==> config.mk <==
export PLATFORM = sky130hd
export DESIGN_NAME = rotate_ctrl_flat
export DESIGN_NICKNAME = d
export VERILOG_FILES = /design/src/rtl/rotate_ctrl_if.sv /design/src/rtl/rotate_ctrl.sv /design/src/flat_wrapper.sv
export SDC_FILE = /design/constraint.sdc
export NUM_CORES = 1
export LEC_CHECK = 0
export CAP_MARGIN = 40
export CORE_AREA = 4 4 140 142
export CTS_BUF_LIST = sky130_fd_sc_hd__clkbuf_16
export CTS_CLUSTER_SIZE = 14
export DETAILED_ROUTE_END_ITERATION = 12
export DIE_AREA = 0 0 144 146
export DONT_BUFFER_PORTS = 1
export HOLD_SLACK_MARGIN = 0.05
export PLACE_DENSITY_LB_ADDON = 0.2
export SETUP_SLACK_MARGIN = 0.15
export SLEW_MARGIN = 20
export SYNTH_ARGS = -nofsm -noshare
export SYNTH_HDL_FRONTEND = slang
export SYNTH_SLANG_ARGS = --single-unit
==> constraint.sdc <==
create_clock -name i_hclk -period 8.6 [get_ports i_hclk]
set_clock_uncertainty 0.1 [all_clocks]
set_input_delay 1.72 -clock i_hclk [delete_from_list [all_inputs] [get_ports i_hclk]]
set_output_delay 1.72 -clock i_hclk [all_outputs]
set_load 0.1 [all_outputs]
==> src/rtl/rotate_ctrl_if.sv <==
// Register-file, DMA and status signals of the rotation job controller.
// The controller takes the slave view; the driver of the job takes the master view.
interface rotate_ctrl_if;
    logic        i_reg_start;
    logic [14:0] i_reg_height;
    logic [13:0] i_reg_width;
    logic        i_reg_direction;
    logic [2:0]  i_reg_degrees;
    logic        i_dma_ready;
    logic        i_abort;
    logic        i_irq_clr;

    logic [14:0] o_height;
    logic [13:0] o_width;
    logic        o_direction;
    logic [2:0]  o_degrees;
    logic        o_start;
    logic        o_busy;
    logic        o_phase;
    logic [23:0] o_blocks_left;
    logic        o_done;
    logic        o_irq;
    logic        o_err;
    logic        o_aborted;

    modport slave (
        input  i_reg_start, i_reg_height, i_reg_width, i_reg_direction, i_reg_degrees,
        input  i_dma_ready, i_abort, i_irq_clr,
        output o_height, o_width, o_direction, o_degrees, o_start, o_busy, o_phase,
        output o_blocks_left, o_done, o_irq, o_err, o_aborted
    );

    modport master (
        output i_reg_start, i_reg_height, i_reg_width, i_reg_direction, i_reg_degrees,
        output i_dma_ready, i_abort, i_irq_clr,
        input  o_height, o_width, o_direction, o_degrees, o_start, o_busy, o_phase,
        input  o_blocks_left, o_done, o_irq, o_err, o_aborted
    );
endinterface

==> src/rtl/rotate_ctrl.sv <==
// Job sequencer for the 8x8-block image rotator: validates the latched configuration,
// launches the address generator and walks READ/WRITE phases until every block is written.
module rotate_ctrl #(
    parameter int BEATS = 64
) (
    input  logic          i_hclk,
    input  logic          i_hreset_n,
    rotate_ctrl_if.slave  bus
);

    localparam int            BW        = (BEATS > 1) ? $clog2(BEATS) : 1;
    localparam logic [BW-1:0] LAST_BEAT = BW'(BEATS - 1);

    typedef enum logic [2:0] {
        S_IDLE   = 3'd0,
        S_CHECK  = 3'd1,
        S_LAUNCH = 3'd2,
        S_READ   = 3'd3,
        S_WRITE  = 3'd4,
        S_DONE   = 3'd5
    } state_t;

    state_t        r_state;
    logic [BW-1:0] r_beat;
    logic [23:0]   r_blocks;
    logic [14:0]   r_height;
    logic [13:0]   r_width;
    logic          r_direction;
    logic [2:0]    r_degrees;
    logic          r_start;
    logic          r_busy;
    logic          r_phase;
    logic          r_done;
    logic          r_irq;
    logic          r_err;
    logic          r_aborted;

    state_t        w_state_nxt;
    logic [BW-1:0] w_beat_nxt;
    logic [23:0]   w_blocks_nxt;
    logic          w_latch;
    logic          w_set_err;
    logic          w_set_irq;
    logic          w_set_abort;
    logic          w_abort_act;
    logic [12:0]   w_hblk;
    logic [11:0]   w_wblk;
    logic [23:0]   w_blocks_calc;

    // Transposing rotations put the height on the 14-bit width axis downstream.
    function automatic logic cfg_invalid(input logic [14:0] h, input logic [13:0] w,
                                         input logic [2:0] deg);
        logic bad;
        bad = 1'b0;
        if (h == 15'd0 || w == 14'd0 || deg > 3'd3) begin
            bad = 1'b1;
        end else if ((deg == 3'd1 || deg == 3'd3) && h > 15'd16383) begin
            bad = 1'b1;
        end else begin
            bad = 1'b0;
        end
        return bad;
    endfunction

    assign w_hblk        = 13'((16'(r_height) + 16'd7) >> 3);
    assign w_wblk        = 12'((15'(r_width) + 15'd7) >> 3);
    assign w_blocks_calc = 24'(w_hblk) * 24'(w_wblk);

    assign w_abort_act = bus.i_abort &&
                         (r_state == S_CHECK || r_state == S_LAUNCH ||
                          r_state == S_READ  || r_state == S_WRITE);

    // State register
    always_ff @(posedge i_hclk or negedge i_hreset_n) begin
        if (!i_hreset_n) begin
            r_state <= S_IDLE;
        end else begin
            r_state <= w_state_nxt;
        end
    end

    // Next-state, beat/block counter and flag-event decode
    always_comb begin
        w_state_nxt  = r_state;
        w_beat_nxt   = r_beat;
        w_blocks_nxt = r_blocks;
        w_latch      = 1'b0;
        w_set_err    = 1'b0;
        w_set_irq    = 1'b0;
        w_set_abort  = 1'b0;
        if (w_abort_act) begin
            w_state_nxt  = S_IDLE;
            w_beat_nxt   = '0;
            w_blocks_nxt = 24'd0;
            w_set_abort  = 1'b1;
            w_set_irq    = 1'b1;
        end else begin
            case (r_state)
                S_IDLE: begin
                    if (bus.i_reg_start) begin
                        w_latch     = 1'b1;
                        w_state_nxt = S_CHECK;
                    end else begin
                        w_state_nxt = S_IDLE;
                    end
                end
                S_CHECK: begin
                    if (cfg_invalid(r_height, r_width, r_degrees)) begin
                        w_set_err   = 1'b1;
                        w_set_irq   = 1'b1;
                        w_state_nxt = S_IDLE;
                    end else begin
                        w_blocks_nxt = w_blocks_calc;
                        w_state_nxt  = S_LAUNCH;
                    end
                end
                S_LAUNCH: begin
                    w_beat_nxt  = '0;
                    w_state_nxt = S_READ;
                end
                S_READ: begin
                    if (!bus.i_dma_ready) begin
                        w_state_nxt = S_READ;
                    end else if (r_beat == LAST_BEAT) begin
                        w_beat_nxt  = '0;
                        w_state_nxt = S_WRITE;
                    end else begin
                        w_beat_nxt  = r_beat + BW'(1);
                    end
                end
                S_WRITE: begin
                    if (!bus.i_dma_ready) begin
                        w_state_nxt = S_WRITE;
                    end else if (r_beat == LAST_BEAT) begin
                        w_beat_nxt   = '0;
                        w_blocks_nxt = r_blocks - 24'd1;
                        if (r_blocks == 24'd1) begin
                            w_state_nxt = S_DONE;
                            w_set_irq   = 1'b1;
                        end else begin
                            w_state_nxt = S_READ;
                        end
                    end else begin
                        w_beat_nxt = r_beat + BW'(1);
                    end
                end
                S_DONE: begin
                    w_state_nxt = S_IDLE;
                end
                default: begin
                    w_state_nxt  = S_IDLE;
                    w_beat_nxt   = '0;
                    w_blocks_nxt = 24'd0;
                end
            endcase
        end
    end

    // Beat and block counters
    always_ff @(posedge i_hclk or negedge i_hreset_n) begin
        if (!i_hreset_n) begin
            r_beat   <= '0;
            r_blocks <= 24'd0;
        end else begin
            r_beat   <= w_beat_nxt;
            r_blocks <= w_blocks_nxt;
        end
    end

    // Job configuration, captured only on an accepted start
    always_ff @(posedge i_hclk or negedge i_hreset_n) begin
        if (!i_hreset_n) begin
            r_height    <= 15'd0;
            r_width     <= 14'd0;
            r_direction <= 1'b0;
            r_degrees   <= 3'd0;
        end else if (w_latch) begin
            r_height    <= bus.i_reg_height;
            r_width     <= bus.i_reg_width;
            r_direction <= bus.i_reg_direction;
            r_degrees   <= bus.i_reg_degrees;
        end else begin
            r_height    <= r_height;
            r_width     <= r_width;
            r_direction <= r_direction;
            r_degrees   <= r_degrees;
        end
    end

    // State-decoded outputs, registered from the next state so they align with it
    always_ff @(posedge i_hclk or negedge i_hreset_n) begin
        if (!i_hreset_n) begin
            r_start <= 1'b0;
            r_busy  <= 1'b0;
            r_phase <= 1'b0;
            r_done  <= 1'b0;
        end else begin
            r_start <= (w_state_nxt == S_LAUNCH);
            r_busy  <= (w_state_nxt != S_IDLE);
            r_phase <= (w_state_nxt == S_WRITE);
            r_done  <= (w_state_nxt == S_DONE);
        end
    end

    // Sticky status flags; a set event beats a coincident clear
    always_ff @(posedge i_hclk or negedge i_hreset_n) begin
        if (!i_hreset_n) begin
            r_irq     <= 1'b0;
            r_err     <= 1'b0;
            r_aborted <= 1'b0;
        end else begin
            r_irq     <= w_set_irq   ? 1'b1 : (bus.i_irq_clr ? 1'b0 : r_irq);
            r_err     <= w_set_err   ? 1'b1 : (bus.i_irq_clr ? 1'b0 : r_err);
            r_aborted <= w_set_abort ? 1'b1 : (bus.i_irq_clr ? 1'b0 : r_aborted);
        end
    end

    assign bus.o_height      = r_height;
    assign bus.o_width       = r_width;
    assign bus.o_direction   = r_direction;
    assign bus.o_degrees     = r_degrees;
    assign bus.o_start       = r_start;
    assign bus.o_busy        = r_busy;
    assign bus.o_phase       = r_phase;
    assign bus.o_blocks_left = r_blocks;
    assign bus.o_done        = r_done;
    assign bus.o_irq         = r_irq;
    assign bus.o_err         = r_err;
    assign bus.o_aborted     = r_aborted;

endmodule

==> src/flat_wrapper.sv <==
// flat-port wrapper written by rule: the top's interface ports become plain ports
module rotate_ctrl_flat 
#(
    parameter int BEATS = 64
)
  (i_hclk, i_hreset_n, bus_i_reg_start, bus_i_reg_height, bus_i_reg_width, bus_i_reg_direction, bus_i_reg_degrees, bus_i_dma_ready, bus_i_abort, bus_i_irq_clr, bus_o_height, bus_o_width, bus_o_direction, bus_o_degrees, bus_o_start, bus_o_busy, bus_o_phase, bus_o_blocks_left, bus_o_done, bus_o_irq, bus_o_err, bus_o_aborted);
  rotate_ctrl_if bus_i ();
  input  logic i_hclk;
  input  logic i_hreset_n;
  input wire logic [$bits(bus_i.i_reg_start)-1:0] bus_i_reg_start;
  input wire logic [$bits(bus_i.i_reg_height)-1:0] bus_i_reg_height;
  input wire logic [$bits(bus_i.i_reg_width)-1:0] bus_i_reg_width;
  input wire logic [$bits(bus_i.i_reg_direction)-1:0] bus_i_reg_direction;
  input wire logic [$bits(bus_i.i_reg_degrees)-1:0] bus_i_reg_degrees;
  input wire logic [$bits(bus_i.i_dma_ready)-1:0] bus_i_dma_ready;
  input wire logic [$bits(bus_i.i_abort)-1:0] bus_i_abort;
  input wire logic [$bits(bus_i.i_irq_clr)-1:0] bus_i_irq_clr;
  output wire logic [$bits(bus_i.o_height)-1:0] bus_o_height;
  output wire logic [$bits(bus_i.o_width)-1:0] bus_o_width;
  output wire logic [$bits(bus_i.o_direction)-1:0] bus_o_direction;
  output wire logic [$bits(bus_i.o_degrees)-1:0] bus_o_degrees;
  output wire logic [$bits(bus_i.o_start)-1:0] bus_o_start;
  output wire logic [$bits(bus_i.o_busy)-1:0] bus_o_busy;
  output wire logic [$bits(bus_i.o_phase)-1:0] bus_o_phase;
  output wire logic [$bits(bus_i.o_blocks_left)-1:0] bus_o_blocks_left;
  output wire logic [$bits(bus_i.o_done)-1:0] bus_o_done;
  output wire logic [$bits(bus_i.o_irq)-1:0] bus_o_irq;
  output wire logic [$bits(bus_i.o_err)-1:0] bus_o_err;
  output wire logic [$bits(bus_i.o_aborted)-1:0] bus_o_aborted;
  assign bus_i.i_reg_start = bus_i_reg_start;
  assign bus_i.i_reg_height = bus_i_reg_height;
  assign bus_i.i_reg_width = bus_i_reg_width;
  assign bus_i.i_reg_direction = bus_i_reg_direction;
  assign bus_i.i_reg_degrees = bus_i_reg_degrees;
  assign bus_i.i_dma_ready = bus_i_dma_ready;
  assign bus_i.i_abort = bus_i_abort;
  assign bus_i.i_irq_clr = bus_i_irq_clr;
  assign bus_o_height = bus_i.o_height;
  assign bus_o_width = bus_i.o_width;
  assign bus_o_direction = bus_i.o_direction;
  assign bus_o_degrees = bus_i.o_degrees;
  assign bus_o_start = bus_i.o_start;
  assign bus_o_busy = bus_i.o_busy;
  assign bus_o_phase = bus_i.o_phase;
  assign bus_o_blocks_left = bus_i.o_blocks_left;
  assign bus_o_done = bus_i.o_done;
  assign bus_o_irq = bus_i.o_irq;
  assign bus_o_err = bus_i.o_err;
  assign bus_o_aborted = bus_i.o_aborted;
  rotate_ctrl #(.BEATS(BEATS)) u_core (.i_hclk(i_hclk), .i_hreset_n(i_hreset_n), .bus(bus_i));
endmodule
-- Word-level counts from Yosys, hierarchy flattened
Cells that the tools add are included.
- logic and storage cells: 97
- bits of input ports: 39
- output and inout port bits: 64
- register bits: 73
- mux-type cells: 38
- $mul: 1
- $add $sub $neg: 4
- reductions and logical operators: 20
- $lt $le $gt $ge: 2
- equality and inequality tests: 18
- operators with widths (kind ; count):
    2-to-1 mux 24 bit ; 4
    one-hot mux 24 bit (3 select lines) ; 1
    == test 24 x 1 -> 1 bit, second input constant ; 1
    multiplier 13 x 12 -> 24 bit ; 1
    subtractor 24 x 1 -> 24 bit, second input constant ; 1
    2-to-1 mux 1 bit ; 20
    2-to-1 mux 3 bit ; 6
    2-to-1 mux 6 bit ; 3
    adder 15 x 3 -> 16 bit, second input constant ; 1
    adder 14 x 3 -> 15 bit, second input constant ; 1
    > comparator 15 x 14 -> 1 bit, second input constant ; 1
    zero test 15 bit ; 1
    one-hot mux 3 bit (5 select lines) ; 1
    zero test 14 bit ; 1
    == test 3 x 2 -> 1 bit, second input constant ; 4
    == test 3 bit, second input constant ; 4
    one-hot mux 6 bit (2 select lines) ; 1
    inequality test 3 x 2 -> 1 bit, second input constant ; 3
    adder 6 x 1 -> 6 bit, second input constant ; 1
    == test 3 x 1 -> 1 bit, second input constant ; 2
    == test 6 bit, second input constant ; 1
    logical OR 1 bit ; 6
    nonzero test 2 bit ; 3
    inequality test 2 x 1 -> 1 bit, second input constant ; 2
    other kinds (12) ; 13

-- Longest topological paths before layout
Gate-level depths: netlist of the first run.
- depth after elaboration: 11
- mapped depth: 26

-- Worst setup path after synthesis of the first run
No wires, ideal clock.
- path type: reg2reg
- from: reg u_core.r_width[4] (netlist: u_core.bus.o_width[4])
- to: reg u_core.r_blocks[23] (netlist: u_core.bus.o_blocks_left[23])
- period minus slack after synthesis: 7.559 ns
- data required time: 8.369 ns
- data arrival time: 7.328 ns
- setup slack: 1.041 ns
- path buffers: 0
- stages on the path, launching flop included: 23
- cell sequence: dfrtp_1 > o311ai_2 > nor3_1 > nand4_1 > xnor2_1 > nand2_1 > fa_1 > fa_1 > inv_1 > fa_1 > fa_1 > inv_1 > fa_1 > inv_1 > ha_1 > a21oi_1 > o311ai_0 > o2111ai_1 > a21oi_1 > o41ai_1 > mux2_2 > o31ai_1 > nand3_1
- cells in the longest elaborated chain, start to end: 8
- elaborated cells between the ends (all ways): 13
- classes of those cells: add/sub (1); mul (1); eq/ne (1); mux (6); reduce/logical (4)
- ends and longest elaborated chain (element ; RTL line ; text):
    from (decl) ; rotate_ctrl.sv:27 ; logic [13:0] r_width;
    from (signal assigned) ; rotate_ctrl.sv:179 ; r_width <= bus.i_reg_width;
    from (signal assigned) ; rotate_ctrl.sv:184 ; r_width <= r_width;
    branches (longest 8 deep; another with multiplier 13 x 12 -> 24 bit) ; -- ;
    to (signal assigned) ; rotate_ctrl.sv:166 ; r_blocks <= w_blocks_nxt;
    to (decl) ; rotate_ctrl.sv:25 ; logic [23:0] r_blocks;
Parallel ways; which one is timed is not known. The select of a mux whose other input is x is not followed.
A chain may end at the register's enable or synchronous reset.

-- Worst setup path in the final report of the first run
- from: reg u_core.r_width[0] (netlist: u_core.bus.o_width[0])
- to: reg u_core.r_blocks[23] (netlist: u_core.bus.o_blocks_left[23])
The elaborated chain is that of the path after synthesis.

==> results.ini, run 1 <==
[sta]
fmax_mhz = 131
slew_viol_final = 0
timing.final.crit_share = 0.890
setup_viol = 0
tightest_slew_ns = 0.908
period_needed_ns = 7.65
hold_viol = 0
slew_headroom = 0.395
worst_slack_ns = 0.949
rsz0062_at_grt = false
fin_setup_tns_ns = 0

[worst_setup_path]
critPathKind = register to register
cp.arrival_ns = 7.78
path_max_fanout = 7
critPathLaunchType = register
cp-end-kind = register
r2r_slack_ns = 0.95
worst-endpoint-required_ns = 8.72

[grt]
antenna_found_initial = 0
grt_pass1_vias = 7917
gr-usage-all-layers = 0.234
grt_max_degree = 74
gr-total-overflow = 0
grt_pass1_wl_um = 39300

[clocking]
cts_setup_buffers = 0
clock_latency_ns = 0.36
clk_pin_slew_worst_paths_ns = 0.06
clockBufferDepth = 2
cts-resized-gates = 0
holdBufCountCts = 0
cts_tree = done
cts_sinks = 73
numCtsBuffers = 9
cts.root.buffer_cell = clkbuf_16
htreeDepth = 3

[floorplanning]
fp-row-count = 50
start_util = 0.493
ios = 103
die_y_um = 146
die_width_um = 144
die_area_um2 = 21000
core_um2 = 18500

[synth]
ys_seq_area_frac = 0.201
syn-num-nets = 1265
async_flop_share = 1.00
synthTopCellsByCount = inv_1, nand2_1, fa_1, nor2_1, dfrtp_1
synth_area_um2 = 9100
synth.avg_cell_area_um2 = 8.64
synth.most_common_cell = inv_1
ys_warn_count = 0
synth_largest_area_cell = fa_1
yosys_register_bits = 73
yosysUniqueCellTypes = 64
synth_top_flop_cell = dfrtp_1
syn_inst = 1054
synth_top_area_frac = 0.240
synth_edf_count = 0
ys_top_cells_by_area = fa_1, dfrtp_1, ha_1

[routing]
ant_nets = 0
finalWirelength_um = 23500
remaining_drc_errors = 0
first_iter_violations = 495
wire_per_inst_um = 17.0
vias = 7763
viasPerCell = 5.62
first_pass_iters = 5

[cells_and_area]
layout.nets = 1353
diodes = 0
area_growth_pct = 20.5
instances_no_fill = 1381
layout-drive-gt1-share = 0.135

[place]
port-buffer-count = 0
routabilityCongestion = 0.913
placed_cells = 1360
dp_slack_ns = 0.933
hpwl_um = 18800

[flow_run]
drv_cap = 0

[status]
status = complete, no violations

[worst_hold_path]
hold_path.class = register to register

[registers in the layout (all words and copies together) (netlist names)]
| register | cells |
|---|---|
| u_core.bus.o_blocks_left | 24 |
| u_core.bus.o_height | 15 |
| u_core.bus.o_width | 14 |
| u_core.r_beat | 6 |
| u_core.bus.o_degrees | 3 |
| u_core.r_state | 3 |
| u_core.bus.o_aborted | 1 |
| u_core.bus.o_busy | 1 |
| u_core.bus.o_direction | 1 |
| u_core.bus.o_done | 1 |
| u_core.bus.o_err | 1 |
| u_core.bus.o_irq | 1 |
| u_core.bus.o_phase | 1 |
| u_core.bus.o_start | 1 |
[stage by stage]
stage          instance area, um^2  hold WS (ns)  utilization
6_report                     11000         0.422        0.594
5_1_grt                      11000         0.427        0.594
4_1_cts                      10900         0.425        0.591
3_5_place_dp                 10600         0.411        0.576
3_3_place_gp                  9570         0.407        0.518
2_1_floorplan                 9100         0.380            -
[placed cells by master, fill, tap and decap left out, types with 6 or more instances in the layout]
master / netlist / layout
nand2b_1: 6 / 6
nand4_1: 10 / 10
a21oi_1: 40 / 40
buf_2: 3 / 6
buf_4: 1 / 45
a22oi_1: 8 / 8
and2_1: 22 / 22
ha_1: 63 / 63
nor4_1: 13 / 13
a31oi_1: 7 / 7
o21ai_0: 46 / 46
dfrtp_1: 73 / 73
inv_1: 175 / 176
nand3_1: 28 / 28
xor2_1: 18 / 18
nor2_1: 80 / 80
buf_1: 0 / 20
nor3_1: 18 / 18
buf_16: 0 / 32
o22ai_1: 6 / 6
buf_6: 0 / 7
nand2_1: 152 / 152
and3_1: 6 / 6
a21o_1: 8 / 8
mux2_2: 31 / 31
fa_1: 109 / 109
xnor2_1: 36 / 36
clkbuf_16: 0 / 10
[per-layer routing]
layer | track usage | part of all wire | wire (um) | up-vias
met3 | 0.0384 | 0.059 | 1380 | 49
met2 | 0.380 | 0.48 | 11400 | 269
met5 | 0 | 0 | 0 | -
met4 | 0.0946 | 0.035 | 820 | 0
li1 | - | - | - | 3602
met1 | 0.310 | 0.42 | 9920 | 3843
[final timing paths]
| kind | startpoint | endpoint | depth (start not counted) |
|---|---|---|---|
| min in group asynchronous | i_hreset_n | u_core.bus.o_blocks_left[5] | 0 |
| worst min register to register | u_core.r_beat[1] | u_core.r_beat[1] | 1 |
| max in group asynchronous | i_hreset_n | u_core.bus.o_height[7] | 0 |
| worst max-delay path | u_core.bus.o_width[0] | u_core.bus.o_blocks_left[23] | 23 |
| worst min-delay path | u_core.r_beat[1] | u_core.r_beat[1] | 1 |
| worst max register to register | u_core.bus.o_width[0] | u_core.bus.o_blocks_left[23] | 23 |
[area by class of cell]
cell class                 count  area [um^2]
clock buffer                   9          225
clock inverter                 7         46.3
fill                        1608         7490
inverter                     175          657
multi-input combinational    769         6480
sequential                    73         1830
tap                          234          293
timing repair buffer         114         1440
[kinds of logic (layout without fill, tap and decap cells)]
family,Yosys count,count (layout),share of synthesized area
AO/OA/AOI/OAI,149,149,0.104
XOR/XNOR,55,55,0.0537
adder cells (fa/ha/maj),172,172,0.326
buffers and inverters,212,305,0.0882
flip-flops,73,73,0.201
multiplexers,32,32,0.0394
AND/OR/NAND/NOR,361,361,0.188
[critical path: stages, from the launching register on]
cell and delay (ns):
dfrtp_1 0.32, buf_4 0.30, o311ai_2 0.24, nor4_4 0.44, nand2_1 0.17, xnor2_1 0.51, nand2_1 0.18, fa_1 0.53
fa_1 0.55, inv_1 0.06, fa_1 0.52, fa_1 0.55, inv_1 0.05, fa_1 0.53, inv_1 0.04, ha_1 0.35
a21oi_1 0.27, o311ai_0 0.22, o2111ai_1 0.31, a21oi_1 0.18, o41ai_1 0.44, mux2_2 0.38, o31ai_1 0.19, nand3_1 0.10
Power of run 1 is not shown: default switching activity piles up to over one toggle a cycle in this logic, so the estimate is an artifact.
==> run 2, diff against run 1 <==
Settings changed: ABC_AREA set to 1, CORE_AREA 4 4 140 142 to 4 4 144 146, DIE_AREA 0 0 144 146 to 0 0 148 150.
==> run 2 against run 1 <==
Against the previous run: critical path depth increased by 9; worst setup slack better by 1.1 ns; first-iteration DRC count up 33%; via count up 16%; die area rose by 5.6%; hold slack got worse by 0.025 ns; utilization down 0.16 points; synthesized cell count up 30%; sequential share of layout area fell by 0.77 points; global-route usage grew 3.4 points.
==> results.ini, run 2 <==
[grt]
gr-usage-all-layers = 0.268
gr-total-overflow = 0
grt_pass1_wl_um = 47700
grt_max_degree = 74
grt_pass1_vias = 9202
antenna_found_initial = 0

[sta]
hold_viol = 0
rsz0062_at_grt = false
fin_setup_tns_ns = 0
setup_viol = 0
slew_headroom = 0.410
period_needed_ns = 6.58
slew_viol_final = 0
timing.final.crit_share = 0.765
tightest_slew_ns = 0.886
fmax_mhz = 152

[cells_and_area]
diodes = 0
largest_reg_flops = 24
final_common_cell = nand2_1
final_cell_mix = nand2_1, inv_1, nor2_1
layout-drive-gt1-share = 0.0856
area_growth_pct = 20.0
layout.nets = 1666

[status]
status = complete, no violations

[worst_hold_path]
hold_path.class = register to register
hold_depth = 2
holdPathEnd = u_core.r_beat[5]
hold_start = u_core.r_beat[5]

[worst_setup_path]
cp-end-kind = register
crit_buf_inv = 8
path_delay_family = adder cells
r2r_cells = 32
r2r-end = u_core.bus.o_blocks_left[11]
reg2reg_from = u_core.bus.o_width[2]
crit_top_cell = nand2_1
cp.arrival_ns = 6.74
max_stage_delay_ns = 0.59
worst-endpoint-required_ns = 8.76
critPathKind = register to register
r2r_slack_ns = 2.02
path_max_fanout = 7
critPathLaunchType = register
cp_slowest_cell = fa_1

[synth]
ys_warn_count = 0
synthTopCellsByCount = nand2_1, inv_1, nor2_1, fa_1, dfrtp_1
synth.avg_cell_area_um2 = 6.98
synth_largest_area_cell = fa_1
syn_inst = 1373
syn-num-nets = 1584
yosysUniqueCellTypes = 40
synth_area_um2 = 9590
yosys_register_bits = 73
ys_top_cells_by_area = fa_1, dfrtp_1, nand2_1
synth_top_flop_cell = dfrtp_1
ys_seq_area_frac = 0.191
synth_top_area_frac = 0.228
synth.most_common_cell = nand2_1
async_flop_share = 1.00
synth_edf_count = 0

[routing]
first_iter_violations = 656
vias = 9008
first_pass_iters = 6
viasPerCell = 5.22
finalWirelength_um = 28300
wire_per_inst_um = 16.4
remaining_drc_errors = 0
ant_nets = 0

[flow_run]
drv_cap = 0

[floorplanning]
start_util = 0.494
ios = 103
die_y_um = 150
core_um2 = 19400
die_area_um2 = 22200
die_width_um = 148
fp-row-count = 51

[place]
hpwl_um = 23200
routabilityCongestion = 0.951
port-buffer-count = 0

[clocking]
numCtsBuffers = 9
cts.root.buffer_cell = clkbuf_16
clockBufferDepth = 2
clk_pin_slew_worst_paths_ns = 0.06
holdBufCountCts = 0
clock_latency_ns = 0.33
cts_sinks = 73
cts_tree = done
htreeDepth = 3
cts-resized-gates = 0
cts_setup_buffers = 0

==> run 2: kinds of logic after synthesis <==
logic type | count (synthesis) | share of synthesized area
and+or+nand+nor | 697 | 0.301
DFF | 73 | 0.191
adders and majority gates | 172 | 0.310
AOI/OAI and AO/OA | 121 | 0.0685
xor gates and xnor gates | 8 | 0.00927
buffers and inverters | 302 | 0.120
==> run 2: worst min-delay path, cell delays in order, from the launching register on <==
cell	delay [ns]
dfrtp_1	0.34
o21ai_1	0.08
inv_1	0.05
==> run 2: worst max path at each step <==
stage                     cells after the start                      endpoint                   start
after floorplan                              33  u_core.bus.o_blocks_left[22]   u_core.bus.o_width[2]
after global placement                       31  u_core.bus.o_blocks_left[22]  u_core.bus.o_height[7]
after detailed placement                     32  u_core.bus.o_blocks_left[13]   u_core.bus.o_width[2]
after CTS                                    32  u_core.bus.o_blocks_left[13]   u_core.bus.o_width[2]
after global routing                         32  u_core.bus.o_blocks_left[13]   u_core.bus.o_width[0]
final                                        32  u_core.bus.o_blocks_left[11]   u_core.bus.o_width[2]
==> run 2: per-stage QoR <==
step | hold WS (ns) | std cells | area [um^2] | util | setup slack [ns]
6_report | 0.397 | 1725 | 11500 | 0.593 | 2.02
5_1_grt | 0.452 | 1725 | 11500 | 0.593 | 1.49
4_1_cts | 0.398 | 1723 | 11500 | 0.592 | 2.04
3_5_place_dp | 0.383 | 1707 | 11200 | 0.577 | 2.07
3_3_place_gp | 0.369 | 1642 | 10000 | 0.516 | 1.93
2_1_floorplan | 0.352 | 1373 | 9590 | - | 2.25
==> run 2: cell type report <==
class | instances | area, um^2
fill | 1873 | 7900
sequential | 73 | 1830
timing repair buffer | 92 | 1390
inverter | 281 | 1050
multi-input combinational | 998 | 6600
clock inverter | 7 | 63.8
tap | 265 | 332
clock buffer | 9 | 225
==> run 2: layer usage <==
layer / track usage / up-vias / part of all wire
li1: - / 4320 / -
met1: 0.362 / 4294 / 0.43
met2: 0.438 / 344 / 0.47
met3: 0.0500 / 50 / 0.073
met4: 0.0831 / 0 / 0.029
met5: 0 / - / 0
Power of run 2 is left out for the same reason.
